File: config.mk
export PLATFORM = sky130hd
export DESIGN_NAME = seq_detect_param_flat
export DESIGN_NICKNAME = d
export VERILOG_FILES = /design/src/rtl/seq_detect_param_if.sv /design/src/rtl/seq_detect_param.sv /design/src/flat_wrapper.sv
export SDC_FILE = /design/constraint.sdc
export NUM_CORES = 1
export LEC_CHECK = 0
export BUFFER_PORTS_ARGS = -buffer_cell sky130_fd_sc_hd__buf_2
export CAP_MARGIN = 20
export CELL_PAD_IN_SITES_DETAIL_PLACEMENT = 1
export CELL_PAD_IN_SITES_GLOBAL_PLACEMENT = 1
export CORE_MARGIN = 8
export CORE_UTILIZATION = 37
export DETAILED_ROUTE_END_ITERATION = 8
export GPL_TIMING_DRIVEN = 0
export PLACE_DENSITY = 0.75
export REMOVE_ABC_BUFFERS = 1
export SLEW_MARGIN = 20
export SYNTH_ARGS = -nofsm -noshare
export SYNTH_HDL_FRONTEND = slang
export SYNTH_SLANG_ARGS = --single-unit
File: constraint.sdc
create_clock -name clk -period 2.01 [get_ports clk]
set_input_delay 0.201 -clock clk [delete_from_list [all_inputs] [get_ports clk]]
set_output_delay 0.201 -clock clk [all_outputs]
set_load 0.01 [all_outputs]
File: src/rtl/seq_detect_param_if.sv
// ---------------------------------------------------------------------------
// | Module   : seq_detect_param_if                                          |
// | Desc     : Serial stream, pattern control and match result bundle for   |
// |            the parametrised pattern detector.                           |
// | Revision : 1.0 - initial release                                        |
// ---------------------------------------------------------------------------
`default_nettype none

interface seq_detect_param_if #(
  parameter int PAT_LEN = 4,
  parameter int CNT_W   = 8
);
  logic               data_in;
  logic               data_valid;
  logic [PAT_LEN-1:0] pattern_in;
  logic               pattern_load;
  logic               overlap_en;
  logic               cnt_clr;
  logic               out;
  logic [CNT_W-1:0]   match_count;

  // Stream source / controller side
  modport master (
    output data_in, data_valid, pattern_in, pattern_load, overlap_en, cnt_clr,
    input  out, match_count
  );

  // Detector side
  modport slave (
    input  data_in, data_valid, pattern_in, pattern_load, overlap_en, cnt_clr,
    output out, match_count
  );
endinterface

`default_nettype wire

File: src/rtl/seq_detect_param.sv
// ---------------------------------------------------------------------------
// | Module   : seq_detect_param                                             |
// | Desc     : Moore serial pattern detector with runtime-loadable pattern, |
// |            overlap/non-overlap selection and saturating match counter.  |
// | Revision : 1.0 - initial release                                        |
// ---------------------------------------------------------------------------
`default_nettype none

module seq_detect_param #(
  parameter int                 PAT_LEN     = 4,
  parameter logic [PAT_LEN-1:0] RST_PATTERN = 4'b1101,
  parameter int                 CNT_W       = 8
) (
  input  wire logic         clk,
  input  wire logic         rst_n,
  seq_detect_param_if.slave det_if
);

  localparam int                FILL_W    = $clog2(PAT_LEN + 1);
  localparam logic [FILL_W-1:0] FILL_FULL = FILL_W'(PAT_LEN);

  // FILLING: history not yet full; ARMED: comparing; MATCH: out asserted
  typedef enum logic [1:0] {
    S_FILLING = 2'd0,
    S_ARMED   = 2'd1,
    S_MATCH   = 2'd2
  } state_t;

  state_t              state_q, state_d;
  logic [PAT_LEN-1:0]  pat_q, pat_d;
  logic [PAT_LEN-1:0]  hist_q, hist_d;
  logic [FILL_W-1:0]   fill_q, fill_d;
  logic [CNT_W-1:0]    cnt_q, cnt_d;

  logic [PAT_LEN-1:0]  w_hist_shift;
  logic [FILL_W-1:0]   w_fill_inc;
  logic                w_hit;

  // State register: every piece of detector state, async active-low reset
  always_ff @(posedge clk or negedge rst_n) begin
    if (!rst_n) begin
      state_q <= S_FILLING;
      pat_q   <= RST_PATTERN;
      hist_q  <= '0;
      fill_q  <= '0;
      cnt_q   <= '0;
    end else begin
      state_q <= state_d;
      pat_q   <= pat_d;
      hist_q  <= hist_d;
      fill_q  <= fill_d;
      cnt_q   <= cnt_d;
    end
  end

  // Next-state: pattern load beats sampling; a hit drives MATCH and, when
  // not overlapping, flushes history so the next match needs fresh bits
  always_comb begin
    state_d      = S_FILLING;
    pat_d        = pat_q;
    hist_d       = hist_q;
    fill_d       = fill_q;
    w_hit        = 1'b0;
    w_hist_shift = {hist_q[PAT_LEN-2:0], det_if.data_in};
    w_fill_inc   = (fill_q == FILL_FULL) ? fill_q : fill_q + FILL_W'(1);

    if (det_if.pattern_load) begin
      pat_d  = det_if.pattern_in;
      hist_d = '0;
      fill_d = '0;
    end else if (det_if.data_valid) begin
      hist_d = w_hist_shift;
      fill_d = w_fill_inc;
      if ((w_fill_inc == FILL_FULL) && (w_hist_shift == pat_q)) begin
        w_hit = 1'b1;
        if (!det_if.overlap_en) begin
          hist_d = '0;
          fill_d = '0;
        end
      end
    end

    // Idle and non-hit edges fall back to a phase chosen by history fill
    if (w_hit) begin
      state_d = S_MATCH;
    end else if (fill_d == FILL_FULL) begin
      state_d = S_ARMED;
    end else begin
      state_d = S_FILLING;
    end
  end

  // Match counter: clear wins over a simultaneous hit; saturates at all-ones
  always_comb begin
    cnt_d = cnt_q;
    if (det_if.cnt_clr) begin
      cnt_d = '0;
    end else if (w_hit && (cnt_q != {CNT_W{1'b1}})) begin
      cnt_d = cnt_q + CNT_W'(1);
    end
  end

  assign det_if.out         = (state_q == S_MATCH);
  assign det_if.match_count = cnt_q;

endmodule

`default_nettype wire

File: src/flat_wrapper.sv
// flat-port wrapper written by rule: the top's interface ports become plain ports
module seq_detect_param_flat 
#(
  parameter int                 PAT_LEN     = 4,
  parameter logic [PAT_LEN-1:0] RST_PATTERN = 4'b1101,
  parameter int                 CNT_W       = 8
)
  (clk, rst_n, det_if_data_in, det_if_data_valid, det_if_pattern_in, det_if_pattern_load, det_if_overlap_en, det_if_cnt_clr, det_if_out, det_if_match_count);
  seq_detect_param_if #(.PAT_LEN(PAT_LEN), .CNT_W(CNT_W)) det_if_i ();
  input  wire logic clk;
  input  wire logic rst_n;
  input wire logic [$bits(det_if_i.data_in)-1:0] det_if_data_in;
  input wire logic [$bits(det_if_i.data_valid)-1:0] det_if_data_valid;
  input wire logic [$bits(det_if_i.pattern_in)-1:0] det_if_pattern_in;
  input wire logic [$bits(det_if_i.pattern_load)-1:0] det_if_pattern_load;
  input wire logic [$bits(det_if_i.overlap_en)-1:0] det_if_overlap_en;
  input wire logic [$bits(det_if_i.cnt_clr)-1:0] det_if_cnt_clr;
  output wire logic [$bits(det_if_i.out)-1:0] det_if_out;
  output wire logic [$bits(det_if_i.match_count)-1:0] det_if_match_count;
  assign det_if_i.data_in = det_if_data_in;
  assign det_if_i.data_valid = det_if_data_valid;
  assign det_if_i.pattern_in = det_if_pattern_in;
  assign det_if_i.pattern_load = det_if_pattern_load;
  assign det_if_i.overlap_en = det_if_overlap_en;
  assign det_if_i.cnt_clr = det_if_cnt_clr;
  assign det_if_out = det_if_i.out;
  assign det_if_match_count = det_if_i.match_count;
  seq_detect_param #(.PAT_LEN(PAT_LEN), .RST_PATTERN(RST_PATTERN), .CNT_W(CNT_W)) u_core (.clk(clk), .rst_n(rst_n), .det_if(det_if_i));
endmodule
# == Word level (Yosys, flattened, before mapping) ==
# Index checks and enable logic that the tools add are counted.
# totals
reg_bits,20
in_bits,11
output_inout_bits,9
wordCells,33
# op_classes
addsub,2
n_eq_ne,6
n_mux,16
reduce_logical,4
# ops
op,n
2-to-1 mux 3 bit,9
2-to-1 mux 8 bit,2
equality test 3 bit (second input constant),3
adder 8 x 1 -> 8 bit (second input constant),1
inequality test 8 bit (second input constant),1
equality test 4 bit,1
2-to-1 mux 1 bit,4
nonzero test 2 bit,2
adder 3 x 1 -> 3 bit (second input constant),1
equality test 2 bit (second input constant),1
logical AND 1 bit,2
2-to-1 mux 2 bit,1

# == Depth between registers and ports, before layout ==
# Gate-level depths: netlist of the first run.
# logic_depth
word_depth,10
ltp_mapped,8

# == Worst setup path before layout of the first run ==
# Ideal clock, no wire load.
# synth_timing
path_kind,reg-to-reg
start,register u_core.fill_q[0]
end,"register u_core.cnt_q[5], in the netlist u_core.det_if.match_count[5]"
arrival_ns,1.842
setup_slack_ns,0.043
path_stages_with_launch,8
path_buffers,0
period_less_slack_ns,1.967
path_cell_list,dfrtp_1 inv_1 ha_1 and3b_2 nor3b_2 nand3_2 nor4_1 mux2_2
# synth_via
elab_chain_cells,9
word_cells_on_any_way,10
cone_classes,add/sub: 1; eq/ne: 2; mux: 4; reduce/logical: 3
# synth_lines
item,line,source
start: declaration,seq_detect_param.sv:32,"logic [FILL_W-1:0] fill_q, fill_d;"
start signal: assignment,seq_detect_param.sv:51,fill_q <= fill_d;
adder 3 x 1 -> 3 bit or equality test 3 bit (tied branches),seq_detect_param.sv:65,w_fill_inc = (fill_q == FILL_FULL) ? fill_q : fill_q + FILL_W'(1);
2-to-1 mux 3 bit (*),seq_detect_param.sv:65,
equality test 3 bit (*),seq_detect_param.sv:74,if ((w_fill_inc == FILL_FULL) && (w_hist_shift == pat_q)) begin
logical AND 1 bit (*),seq_detect_param.sv:74,
2-to-1 mux 1 bit (*),seq_detect_param.sv:74,
2-to-1 mux 1 bit (*),seq_detect_param.sv:71,end else if (det_if.data_valid) begin
2-to-1 mux 1 bit (*),seq_detect_param.sv:67,if (det_if.pattern_load) begin
logical AND 1 bit (*),seq_detect_param.sv:98,end else if (w_hit && (cnt_q != {CNT_W{1'b1}})) begin
nonzero test 2 bit (no source line) (*),--,
end signal: assignment,seq_detect_param.sv:52,cnt_q <= cnt_d;
end: declaration,seq_detect_param.sv:33,"logic [CNT_W-1:0] cnt_q, cnt_d;"
# Every way passes the cells marked *; elsewhere a longest branch is shown, timed or not.
# A chain may end at the register's enable or synchronous reset.

# == Worst setup path in the final report of the first run ==
# layout_timing
start,register u_core.fill_q[0]
end,"register u_core.cnt_q[1], in the netlist u_core.det_if.match_count[1]"
# Same word-level chain as after synthesis.

==> run_results.csv, run 1 <==
group,metric,value,unit
detailed_routing,dr_wl_met3,97,um
sta,setup_viol,6,
place,dp_hpwl,1845,um
setup_path,path_depth,7,
synth,ys_ff_latch,20,
sta,rsz0062_at_grt,"yes",
detailed_routing,finalWirelength,2830,um
job,max-cap-violations,0,
setup_path,required,2.24,ns
die,fp-row-count,19,
setup_path,cp-startpoint,"u_core.fill_q[0]$_DFF_PN0_",
die,dieArea,4872,um2
setup_path,endpoint,"u_core.det_if.match_count[1]$_DFFE_PN0P_",
die,floorplan.initialDensity,38.84,%
sta,final.setup.worst_slack,-0.1080,ns
power_and_ir_drop,p_leak,0.6054,nW
finish,n_antenna_cell,0,
finish,final_core_util,50.05,%
detailed_routing,via_count,930,
die,die_h,69.80,um
setup_path,critical-path-top-delay-family,"simple AND/OR/NAND/NOR gates",
finish,seqCellArea,504.2,um2
synth,synthFlopType,"dfrtp_1",
grt,grt_pass1_vias,1106,
setup_path,crit_slowest_cell,"dfrtp_1",
power_and_ir_drop,power.internal,0.0005888,W
synth,syn_area_per_cell,10.60,um2
finish,fin_nets,146,
clock_tree,h-tree-depth,1,
grt,track_usage,12.61,%
power_and_ir_drop,p_comb_share,15.1,%
die,core_area,2758,um2
setup_path,rrSetupSlack,-0.11,ns
synth,synthDistinctLibCells,37,
detailed_routing,viasPerCell,5.741,
die,die-width,69.80,um
grt,grt_pass1_wl,5230,um
run_status,status,"complete, but fails checks",
synth,postSynthCellCount,101,
setup_path,cp.arrival,2.35,ns
synth,yosysSeqAreaShare,47.08,%
finish,areaGrowthSynthToFinish,28.85,%
setup_path,path_max_fanout,5,
detailed_routing,wirelength_met1,1114,um
clock_tree,clkTransAtPathRegs,0.12,ns
detailed_routing,firstDrtPassIters,4,
hold_path,min-delay-path-class,"in2reg",
clock_tree,clock_sinks,20,
grt,grt_overflow,0,
clock_tree,clk_latency,0.30,ns
die,num_io_pins,20,
synth,synth_edf_count,0,
detailed_routing,dr_wl_met2,1611,um
detailed_routing,drt-initial-drc-count,20,
sta,worst_slew_pin_slew,0.5388,ns
detailed_routing,drc_errors,0,
synth,yosysWarnings,0,
clock_tree,cts_tree,"yes",
power_and_ir_drop,switchingPower,0.0002029,W
run_status,violations,"negative setup slack",
sta,fmax,472.1,MHz
clock_tree,cts_buffer_depth,2,
setup_path,cp_num_buf_inv,1,
finish,drive_gt1_share,41.98,%
synth,synthesis.area,1071,um2
setup_path,end_kind,"flop",
detailed_routing,top_layer_used,"met4",
sta,slew_headroom,63.95,%
clock_tree,clock-root-buffer,"clkbuf_4",
power_and_ir_drop,p_per_area,573.7,nW/um2
synth,ys_async_sr_fraction,100.0,%
setup_path,reg2reg_to,"u_core.det_if.match_count[1]$_DFFE_PN0P_",
place,gp_routability_congestion,0.7673,
power_and_ir_drop,p_clk_share,30.0,%
detailed_routing,wl_per_cell,17.47,um
finish,fillCellCount,317,
place,io_buffers,19,
setup_path,cpPeakStageDelay,0.43,ns
detailed_routing,ant_nets,0,
finish,final_cell_area,1380,um2
sta,finClkSkew,0.01096,ns
setup_path,path_class,"reg2reg",
setup_path,crit_chain,"ha_1 > and3b_2 > nor3b_4 > nand3_4 > buf_6 > or3b_4 > a21oi_2",
sta,finalCritPeriodShare,105.4,%
place,placed_area,1189,um2
finish,multiInputGateArea,613.1,um2
finish,final_common_cell,"buf_2",
power_and_ir_drop,switching_share,25.63,%
setup_path,r2r-start,"u_core.fill_q[0]$_DFF_PN0_",
grt,antenna_found_initial,0,
setup_path,reg2reg_depth,7,
sta,drv_slew,0,
power_and_ir_drop,peakVddDrop,0.2919,mV
clock_tree,numCtsBuffers,3,
setup_path,critPathLaunchType,"flop",
sta,finalHoldViolations,0,
sta,finalCriticalPeriod,2.118,ns
finish,final_cell_mix,"19 x buf_2, 17 x dfrtp_1, 7 x a21oi_1",
grt,grt_max_degree,21,
power_and_ir_drop,p_seq_share,54.8,%
## cells in the mapped netlist (2+ instances only)
master    n  area, um2
or4_1     3      22.52
dfrtp_1  17      425.4
inv_1     4      15.01
a21oi_1   8      40.04
xor2_1    4      35.03
o31ai_1   2      15.01
or3_1     3      18.77
nor3_1    3      15.01
nand3_1   5      25.02
nand2_1   6      22.52
o21ai_0   4      20.02
nor2b_1   2      12.51
dfstp_2   3      78.83
a32o_1    3      30.03
nor2_1    6      22.52
ha_1      3      37.54
mux2_2    5      56.30
## cells by family (layout without fill, tap and decap cells)
| logic type | count (synthesis) | in the layout | share of synthesized area [%] |
|---|---|---|---|
| xor+xnor | 5 | 5 | 4.089 |
| mux | 6 | 6 | 6.191 |
| fa+ha+maj | 3 | 3 | 3.505 |
| flops | 20 | 20 | 47.08 |
| simple gates | 39 | 40 | 22.78 |
| buf+inv | 7 | 36 | 2.920 |
| compound gates | 21 | 21 | 13.43 |
## worst min-delay path by stage
stage	startpoint	slack, ns	cells after the start	to
5_1_grt	det_if_pattern_in[0]	0.13	2	u_core.pat_q[0]$_DFFE_PN1P_
3_5_place_dp	rst_n	0.18	1	u_core.det_if.match_count[3]$_DFFE_PN0P_
6_report	det_if_pattern_in[1]	0.12	2	u_core.pat_q[1]$_DFFE_PN0P_
4_1_cts	det_if_pattern_in[1]	0.12	2	u_core.pat_q[1]$_DFFE_PN0P_
2_1_floorplan	rst_n	-0.09	0	u_core.det_if.match_count[0]$_DFFE_PN0P_
3_3_place_gp	rst_n	0.17	1	u_core.det_if.match_count[5]$_DFFE_PN0P_
## repair_timing
action | in CTS | in global routing
gates cloned | 1 | 0
hold buffers | 1 | 0
setup buffers | 8 | 0
pin swaps | 15 | 5
setup endpoints to repair | 8 | 12
hold endpoints to repair | 17 | 0
resized for setup | 12 | 5
## power groups by stage
stage	Clock, W	Sequential (W)	Combinational (W)
2_1_floorplan	0	0.000438	0.0000537
3_3_place_gp	0	0.000440	0.0000842
3_5_place_dp	0	0.000441	0.0000896
4_1_cts	0.000241	0.000434	0.000119
5_1_grt	0.000261	0.000437	0.000131
6_report	0.000238	0.000434	0.000120
## area by class of cell
cell class	instances	area share, %
flip-flops and latches	20	36.54
inverters	4	1.088
well taps	31	2.811
repair buffers	28	12.51
clock buffers	4	2.629
multi-input cells	75	44.42
## metrics by stage
step | hold slack [ns] | total power [W] | TNS (ns) | setup slack, ns | instances
final | 0.1250 | 0.0007917 | -0.5134 | -0.1080 | 162
after global routing | 0.1251 | 0.0008287 | -1.441 | -0.2101 | 162
after CTS | 0.1246 | 0.0007946 | -0.3420 | -0.06781 | 162
after detailed placement | 0.1780 | 0.0005309 | -1.434 | -0.3444 | 148
after global placement | 0.1683 | 0.0005238 | -0.9119 | -0.2939 | 148
after floorplan | -0.09459 | 0.0004917 | -0.04935 | -0.04935 | 98
## registers in the layout, indices dropped and copies added (netlist names)
register,cells
u_core.det_if.match_count,8
u_core.pat_q,4
u_core.hist_q,3
u_core.fill_q,3
u_core.state_q,2
## routing by layer
| metal | track usage (%) | vias up |
|---|---|---|
| li1 | - | 432 |
| met1 | 14.06 | 482 |
| met2 | 23.35 | 14 |
| met3 | 2.861 | 2 |
| met4 | 2.902 | 0 |
| met5 | 0 | - |
No activity file was read; power rests on OpenSTA's default activity.
==> run 2: changes to the inputs <==
--- a/config.mk
+++ b/config.mk
@@ -14,7 +14,6 @@
 export DETAILED_ROUTE_END_ITERATION = 8
 export GPL_TIMING_DRIVEN = 0
 export PLACE_DENSITY = 0.75
-export REMOVE_ABC_BUFFERS = 1
 export SLEW_MARGIN = 20
 export SYNTH_ARGS = -nofsm -noshare
 export SYNTH_HDL_FRONTEND = slang
==> run 2 against run 1 <==
  * The run still ends with negative setup slack left
  * Routed wire length down 4.2%
  * Die area unchanged
  * Power up 12%
  * Worst hold slack worse by 0.011 ns
  * Sequential share of layout area down 1.0 points
  * Fmax up 1.0%
  * Clock power up 39%
  * Register-to-register slack better by 0.02 ns
  * Clock-buffer cell count down 1
  * Utilization up 1.4 points
  * Global-route usage down 0.74 points
==> run_results.csv, run 2 (synthesis results as in run 1) <==
group,metric,value,unit
grt,antenna_found_initial,0,
clock_tree,cts_buffer_depth,2,
sta,drv_slew,0,
grt,grt-busiest-layer,"met2",
detailed_routing,finalWirelength,2711,um
die,fp-row-count,19,
place,dp_hpwl,1889,um
synth,syn-num-nets,115,
power_and_ir_drop,p_leak,0.6106,nW
finish,final_cell_area,1419,um2
setup_path,critical-path-top-delay-family,"simple AND/OR/NAND/NOR gates",
finish,fin_nets,145,
setup_path,end_kind,"flop",
power_and_ir_drop,peakVddDrop,0.4669,mV
sta,finalCriticalPeriod,2.097,ns
sta,worst_slew_pin_slew,0.5085,ns
setup_path,worst_path_most_repeated_cell,"buf_6",
hold_path,holdPathEnd,"u_core.pat_q[2]$_DFFE_PN1P_",
hold_path,hp-start,"det_if_pattern_in[2]",
detailed_routing,viasPerCell,5.447,
sta,setup_viol,6,
hold_path,min-delay-path-class,"in2reg",
clock_tree,clock-root-buffer,"clkbuf_4",
run_status,violations,"negative setup slack",
setup_path,cp_num_buf_inv,2,
die,core_area,2758,um2
die,die_h,69.80,um
sta,final.setup.worst_slack,-0.08676,ns
die,die-width,69.80,um
setup_path,cp.arrival,2.33,ns
sta,finalCritPeriodShare,104.3,%
grt,grt_use_met3,3.290,%
setup_path,path_max_fanout,8,
die,num_io_pins,20,
finish,largest_reg_flops,8,
place,gp_routability_congestion,0.7545,
clock_tree,cts_tree,"yes",
grt,grtUsageMet1,13.37,%
finish,final_common_cell,"buf_2",
detailed_routing,firstDrtPassIters,3,
sta,finalHoldViolations,0,
clock_tree,h-tree-depth,1,
sta,slew_headroom,65.98,%
place,io_buffers,17,
place,dp_slack,-0.2401,ns
grt,grt_pass1_vias,1012,
run_status,status,"complete, but fails checks",
sta,fmax,476.9,MHz
grt,grt_overflow,0,
setup_path,required,2.25,ns
setup_path,critPathLaunchType,"flop",
grt,use_met2,21.42,%
setup_path,path_class,"reg2reg",
clock_tree,numCtsBuffers,3,
detailed_routing,wl_per_cell,16.84,um
clock_tree,clk_latency,0.31,ns
finish,drive_gt1_share,43.85,%
finish,areaGrowthSynthToFinish,32.48,%
setup_path,reg2reg_to,"u_core.det_if.match_count[1]$_DFFE_PN0P_",
sta,rsz0062_at_grt,"yes",
power_and_ir_drop,p_per_area,623.0,nW/um2
setup_path,rrSetupSlack,-0.09,ns
setup_path,cpPeakStageDelay,0.43,ns
clock_tree,clkTransAtPathRegs,0.12,ns
detailed_routing,drt-initial-drc-count,13,
grt,grt_pass1_wl,4795,um
setup_path,reg2reg_depth,8,
sta,finClkSkew,0.009095,ns
job,max-cap-violations,0,
setup_path,crit_slowest_cell,"dfrtp_1",
die,dieArea,4872,um2
finish,n_antenna_cell,0,
setup_path,crit_chain,"buf_6 > ha_4 > and3b_2 > nor3b_4 > nand3_4 > buf_6 > or3b_1 > a21oi_2",
finish,final_cell_mix,"19 x buf_2, 17 x dfrtp_1, 6 x nand2_1",
clock_tree,clock_sinks,20,
detailed_routing,drc_errors,0,
setup_path,r2r-start,"u_core.fill_q[1]$_DFF_PN0_",
grt,track_usage,11.87,%
place,placed_area,1195,um2
die,floorplan.initialDensity,38.84,%
hold_path,whs_path_depth,2,
grt,grt_max_degree,21,
detailed_routing,via_count,877,
detailed_routing,ant_nets,0,
-- run 2: repair_timing --
action                                  4_1_cts  5_1_grt
endpoints found under the hold margin        17        0
setup buffers                                 6        0
cloned                                        1        0
hold buffers                                  1        0
endpoints found under the setup margin        7        9
gates resized for setup                      15        8
pin swaps                                    15        5
-- run 2: layout make-up --
cell class / instances / area, um2
clock inverter: 1 / 30.03
sequential: 20 / 504.2
tap: 31 / 38.79
buffer: 3 / 20.02
multi-input combinational: 74 / 635.6
inverter: 4 / 15.01
timing repair buffer: 25 / 152.6
clock buffer: 3 / 22.52
fill: 305 / 1339
-- run 2: worst max-delay path by stage --
stage / startpoint / to / slack, ns / cells after the start
after global routing: u_core.fill_q[1]$_DFF_PN0_ / u_core.det_if.match_count[3]$_DFFE_PN0P_ / -0.16 / 7
after detailed placement: u_core.fill_q[0]$_DFF_PN0_ / u_core.det_if.match_count[5]$_DFFE_PN0P_ / -0.24 / 7
after floorplan: u_core.fill_q[0]$_DFF_PN0_ / u_core.det_if.match_count[5]$_DFFE_PN0P_ / 0.04 / 7
after CTS: u_core.fill_q[1]$_DFF_PN0_ / u_core.det_if.match_count[1]$_DFFE_PN0P_ / -0.07 / 8
after global placement: u_core.fill_q[0]$_DFF_PN0_ / u_core.det_if.match_count[5]$_DFFE_PN0P_ / -0.15 / 7
final: u_core.fill_q[1]$_DFF_PN0_ / u_core.det_if.match_count[1]$_DFFE_PN0P_ / -0.09 / 8
-- run 2: stage by stage --
step                      utilization, %  setup TNS (ns)  std cells  total power (W)  hold WS, ns
after CTS                          50.41         -0.2072        161        0.0008937       0.1031
after global routing               51.45          -1.007        161        0.0009248       0.1007
after floorplan                        -               0        101        0.0004969     -0.09459
after detailed placement           43.33         -0.9312        149        0.0005297       0.1728
final                              51.45         -0.4456        161        0.0008840       0.1139
after global placement             43.33         -0.4254        149        0.0005239       0.1704
-- run 2: power by group --
group	switching, W	internal (W)
clock	0.000131	0.000202
sequential	0.0000119	0.000422
combinational	0.0000596	0.0000585
-- run 2: per-layer routing --
| metal | share of wire [%] | wire length, um |
|---|---|---|
| met3 | 2.6 | 70 |
| met2 | 54 | 1460 |
| met5 | 0 | 0 |
| met4 | 1.1 | 29 |
| met1 | 42 | 1151 |
==> run 3: changes to the inputs <==
--- a/config.mk
+++ b/config.mk
@@ -5,12 +5,13 @@
 export SDC_FILE = /design/constraint.sdc
 export NUM_CORES = 1
 export LEC_CHECK = 0
+export ABC_AREA = 1
 export BUFFER_PORTS_ARGS = -buffer_cell sky130_fd_sc_hd__buf_2
 export CAP_MARGIN = 20
 export CELL_PAD_IN_SITES_DETAIL_PLACEMENT = 1
 export CELL_PAD_IN_SITES_GLOBAL_PLACEMENT = 1
 export CORE_MARGIN = 8
-export CORE_UTILIZATION = 37
+export CORE_UTILIZATION = 36
 export DETAILED_ROUTE_END_ITERATION = 8
 export GPL_TIMING_DRIVEN = 0
 export PLACE_DENSITY = 0.75
==> run 3 against run 2 <==
  * The run now ends clean
  * Routed wire length is 5.0% lower
  * Sequential cell count stayed put
  * Worst hold slack hardly changed
  * Sequential share of layout area is 2.5 points higher
  * Critical path depth is 1 higher
  * First-iteration DRC count grew to 3.2 times the previous value
  * Combinational power is 7% higher
  * Utilization is 7.7 points lower
  * Die area is 7.1% higher
  * Power is 8.3% lower
  * Global-route usage is 0.61 points lower
  * Critical endpoint is now u_core.det_if.match_count[5]$_DFFE_PN0P_
==> run_results.csv, run 3 <==
group,metric,value,unit
setup_path,cp.arrival,1.97,ns
die,core_area,3028,um2
finish,fin_nets,174,
clock_tree,h-tree-depth,1,
finish,n_antenna_cell,0,
synth,syn-num-nets,151,
run_status,status,"complete, no violations",
grt,antenna_found_initial,0,
detailed_routing,ant_nets,0,
power_and_ir_drop,p_leak,0.7048,nW
power_and_ir_drop,peakVddDrop,0.2578,mV
setup_path,reg2reg_to,"u_core.det_if.match_count[5]$_DFFE_PN0P_",
job,max-cap-violations,0,
synth,synth_top_cells_by_area,"dfrtp_1 37%, nand2_1 12%, nand3_1 7.5%, dfstp_2 6.9%, inv_1 5.3%",
setup_path,rrSetupSlack,0.28,ns
sta,worst_slew_pin_slew,0.4542,ns
finish,largest_reg_flops,8,
synth,yosysWarnings,0,
setup_path,path_max_fanout,9,
power_and_ir_drop,p_clk_share,29.1,%
detailed_routing,drt-initial-drc-count,41,
clock_tree,numCtsBuffers,3,
synth,synthesis.area,1139,um2
clock_tree,clock_sinks,20,
synth,synthFlopType,"dfrtp_1",
clock_tree,cts_tree,"yes",
power_and_ir_drop,p_per_area,611.9,nW/um2
clock_tree,clock-root-buffer,"clkbuf_4",
setup_path,r2r-start,"u_core.fill_q[0]$_DFF_PN0_",
grt,grt_pass1_vias,1079,
setup_path,reg2reg_depth,9,
detailed_routing,firstDrtPassIters,4,
sta,final.setup.worst_slack,0.2773,ns
place,dp_slack,0.2979,ns
detailed_routing,via_count,950,
power_and_ir_drop,power.internal,0.0005903,W
detailed_routing,drc_errors,0,
setup_path,cp-startpoint,"u_core.fill_q[0]$_DFF_PN0_",
place,io_buffers,17,
die,die_h,72.24,um
detailed_routing,finalWirelength,2576,um
sta,drv_slew,0,
synth,synth_edf_count,0,
sta,finalCritPeriodShare,86.20,%
synth,yosysSeqAreaShare,44.29,%
clock_tree,cts_resized,0,
setup_path,crit_slowest_cell,"dfrtp_1",
sta,slew_headroom,69.72,%
synth,synthDistinctLibCells,23,
die,floorplan.initialDensity,37.60,%
power_and_ir_drop,p_comb_share,15.6,%
place,gp_routability_congestion,0.8117,
sta,fin_setup_tns,0,ns
setup_path,cpPeakStageDelay,0.42,ns
synth,synth_most_common_cell,"nand2_1",
setup_path,path_class,"reg2reg",
grt,grt-busiest-layer,"met2",
grt,grt_overflow,0,
finish,drive_gt1_share,25.79,%
sta,rsz0062_at_grt,"no",
synth,ys_async_sr_fraction,100.0,%
finish,final_cell_mix,"37 x nand2_1, 19 x buf_2, 17 x nand3_1, 17 x dfrtp_1, 16 x inv_1",
die,fp-row-count,20,
grt,use_met2,21.16,%
sta,finClkSkew,0.003827,ns
finish,fillCellCount,377,
sta,finalCriticalPeriod,1.733,ns
synth,synth_top_area_share,37.36,%
sta,fmax,577.2,MHz
synth,postSynthCellCount,137,
sta,finalHoldViolations,0,
synth,ys_ff_latch,20,
grt,grtUsageMet1,12.64,%
clock_tree,clkTransAtPathRegs,0.12,ns
synth,yosys.area.top_type,"dfrtp_1",
die,num_io_pins,20,
setup_path,end_kind,"flop",
finish,final_core_util,43.76,%
sta,setup_viol,0,
clock_tree,clk_latency,0.29,ns
grt,grt_use_met3,1.928,%
detailed_routing,wl_per_cell,12.69,um
synth,syn_area_per_cell,8.311,um2
hold_path,min-delay-path-class,"in2reg",
place,dp_hpwl,2017,um
grt,grt_max_degree,21,
power_and_ir_drop,p_seq_share,55.4,%
die,die-width,72.24,um
detailed_routing,viasPerCell,4.680,
synth,synth_commonest_cells,"37 x nand2_1, 17 x dfrtp_1, 17 x nand3_1",
power_and_ir_drop,switching_share,27.19,%
grt,grt_pass1_wl,4788,um
finish,final_common_cell,"nand2_1",
setup_path,endpoint,"u_core.det_if.match_count[5]$_DFFE_PN0P_",
setup_path,required,2.25,ns
power_and_ir_drop,switchingPower,0.0002204,W
finish,areaGrowthSynthToFinish,16.37,%
setup_path,critPathLaunchType,"flop",
clock_tree,cts_buffer_depth,2,
die,dieArea,5219,um2
setup_path,crit_chain,"inv_1 > ha_1 > inv_1 > nand3_2 > nor2_4 > nand4_4 > nand2_4 > nand2_1 > nand2_1",
grt,track_usage,11.26,%
## run 3: cell types whose count changed after synthesis, moves of 3 or more
cell | previous run | this run
xnor2_1 | 1 | 6
inv_1 | 4 | 16
a21oi_1 | 8 | 2
xor2_1 | 4 | 1
nand3_1 | 5 | 17
a32o_1 | 3 | 0
nor2_2 | 0 | 4
nor2_1 | 6 | 9
or3_1 | 3 | 0
or4_1 | 3 | 0
nand2_1 | 6 | 37
## run 3: cell type report
type                    count  area (um2)  share of cell area, %
multi-input cells          98       560.5                  42.30
flip-flops and latches     20       504.2                  38.05
repair buffers             18       95.09                  7.177
inverters                  17       63.81                  4.816
well taps                  44       55.05                  4.155
clock buffers               4       36.28                  2.738
plain buffers               2       10.01                 0.7554
## run 3: critical path: cells and delay by family (launching register included)
family	cells	cell delay, ns
fa+ha+maj	1	0.31
simple gates	6	0.78
flops	1	0.42
buf+inv	2	0.17
## run 3: logic make-up (layout without fill, tap and decap cells)
kind of cell / count (synthesis) / in the layout / synth area share (%)
compound gates: 6 / 6 / 3.077
xor+xnor: 7 / 7 / 5.385
fa+ha+maj: 3 / 3 / 3.297
buf+inv: 19 / 41 / 6.483
flops: 20 / 20 / 44.29
mux: 3 / 3 / 2.967
simple gates: 79 / 79 / 34.50
## run 3: power groups by stage
stage               Clock (W)  Sequential (W)  Combinational [W]
floorplan                   0        0.000455          0.0000829
global placement            0        0.000455           0.000121
detailed placement          0        0.000457           0.000128
CTS                  0.000241        0.000450           0.000130
global route         0.000263        0.000452           0.000146
finish               0.000236        0.000449           0.000126
## run 3: layer usage
layer / routed length [um] / part of all wire, %
met5: 0 / 0
met4: 14 / 0.54
met1: 1141 / 44
met2: 1360 / 53
met3: 59 / 2.3
## run 3: worst min-delay path by stage
| stage | start | depth (start not counted) | to |
|---|---|---|---|
| floorplan | rst_n | 0 | u_core.det_if.match_count[0]$_DFFE_PN0P_ |
| global placement | rst_n | 1 | u_core.hist_q[1]$_DFFE_PN0P_ |
| detailed placement | rst_n | 1 | u_core.pat_q[1]$_DFFE_PN0P_ |
| CTS | det_if_pattern_in[2] | 3 | u_core.pat_q[2]$_DFFE_PN1P_ |
| global route | det_if_pattern_in[2] | 3 | u_core.pat_q[2]$_DFFE_PN1P_ |
| finish | det_if_pattern_in[2] | 3 | u_core.pat_q[2]$_DFFE_PN1P_ |
## run 3: stage by stage
| stage | hold WS (ns) | std cells | instance area [um2] | total power (W) |
|---|---|---|---|---|
| 2_1_floorplan | -0.09459 | 137 | 1139 | 0.0005382 |
| 3_3_place_gp | 0.1668 | 198 | 1279 | 0.0005761 |
| 3_5_place_dp | 0.1791 | 198 | 1279 | 0.0005851 |
| 4_1_cts | 0.1126 | 203 | 1325 | 0.0008203 |
| 5_1_grt | 0.1078 | 203 | 1325 | 0.0008609 |
| 6_report | 0.1140 | 203 | 1325 | 0.0008107 |
## run 3: timing repair
action,CTS,global route
hold buffers,1,0
endpoints found under the hold margin,17,0
buffers inserted,0,0
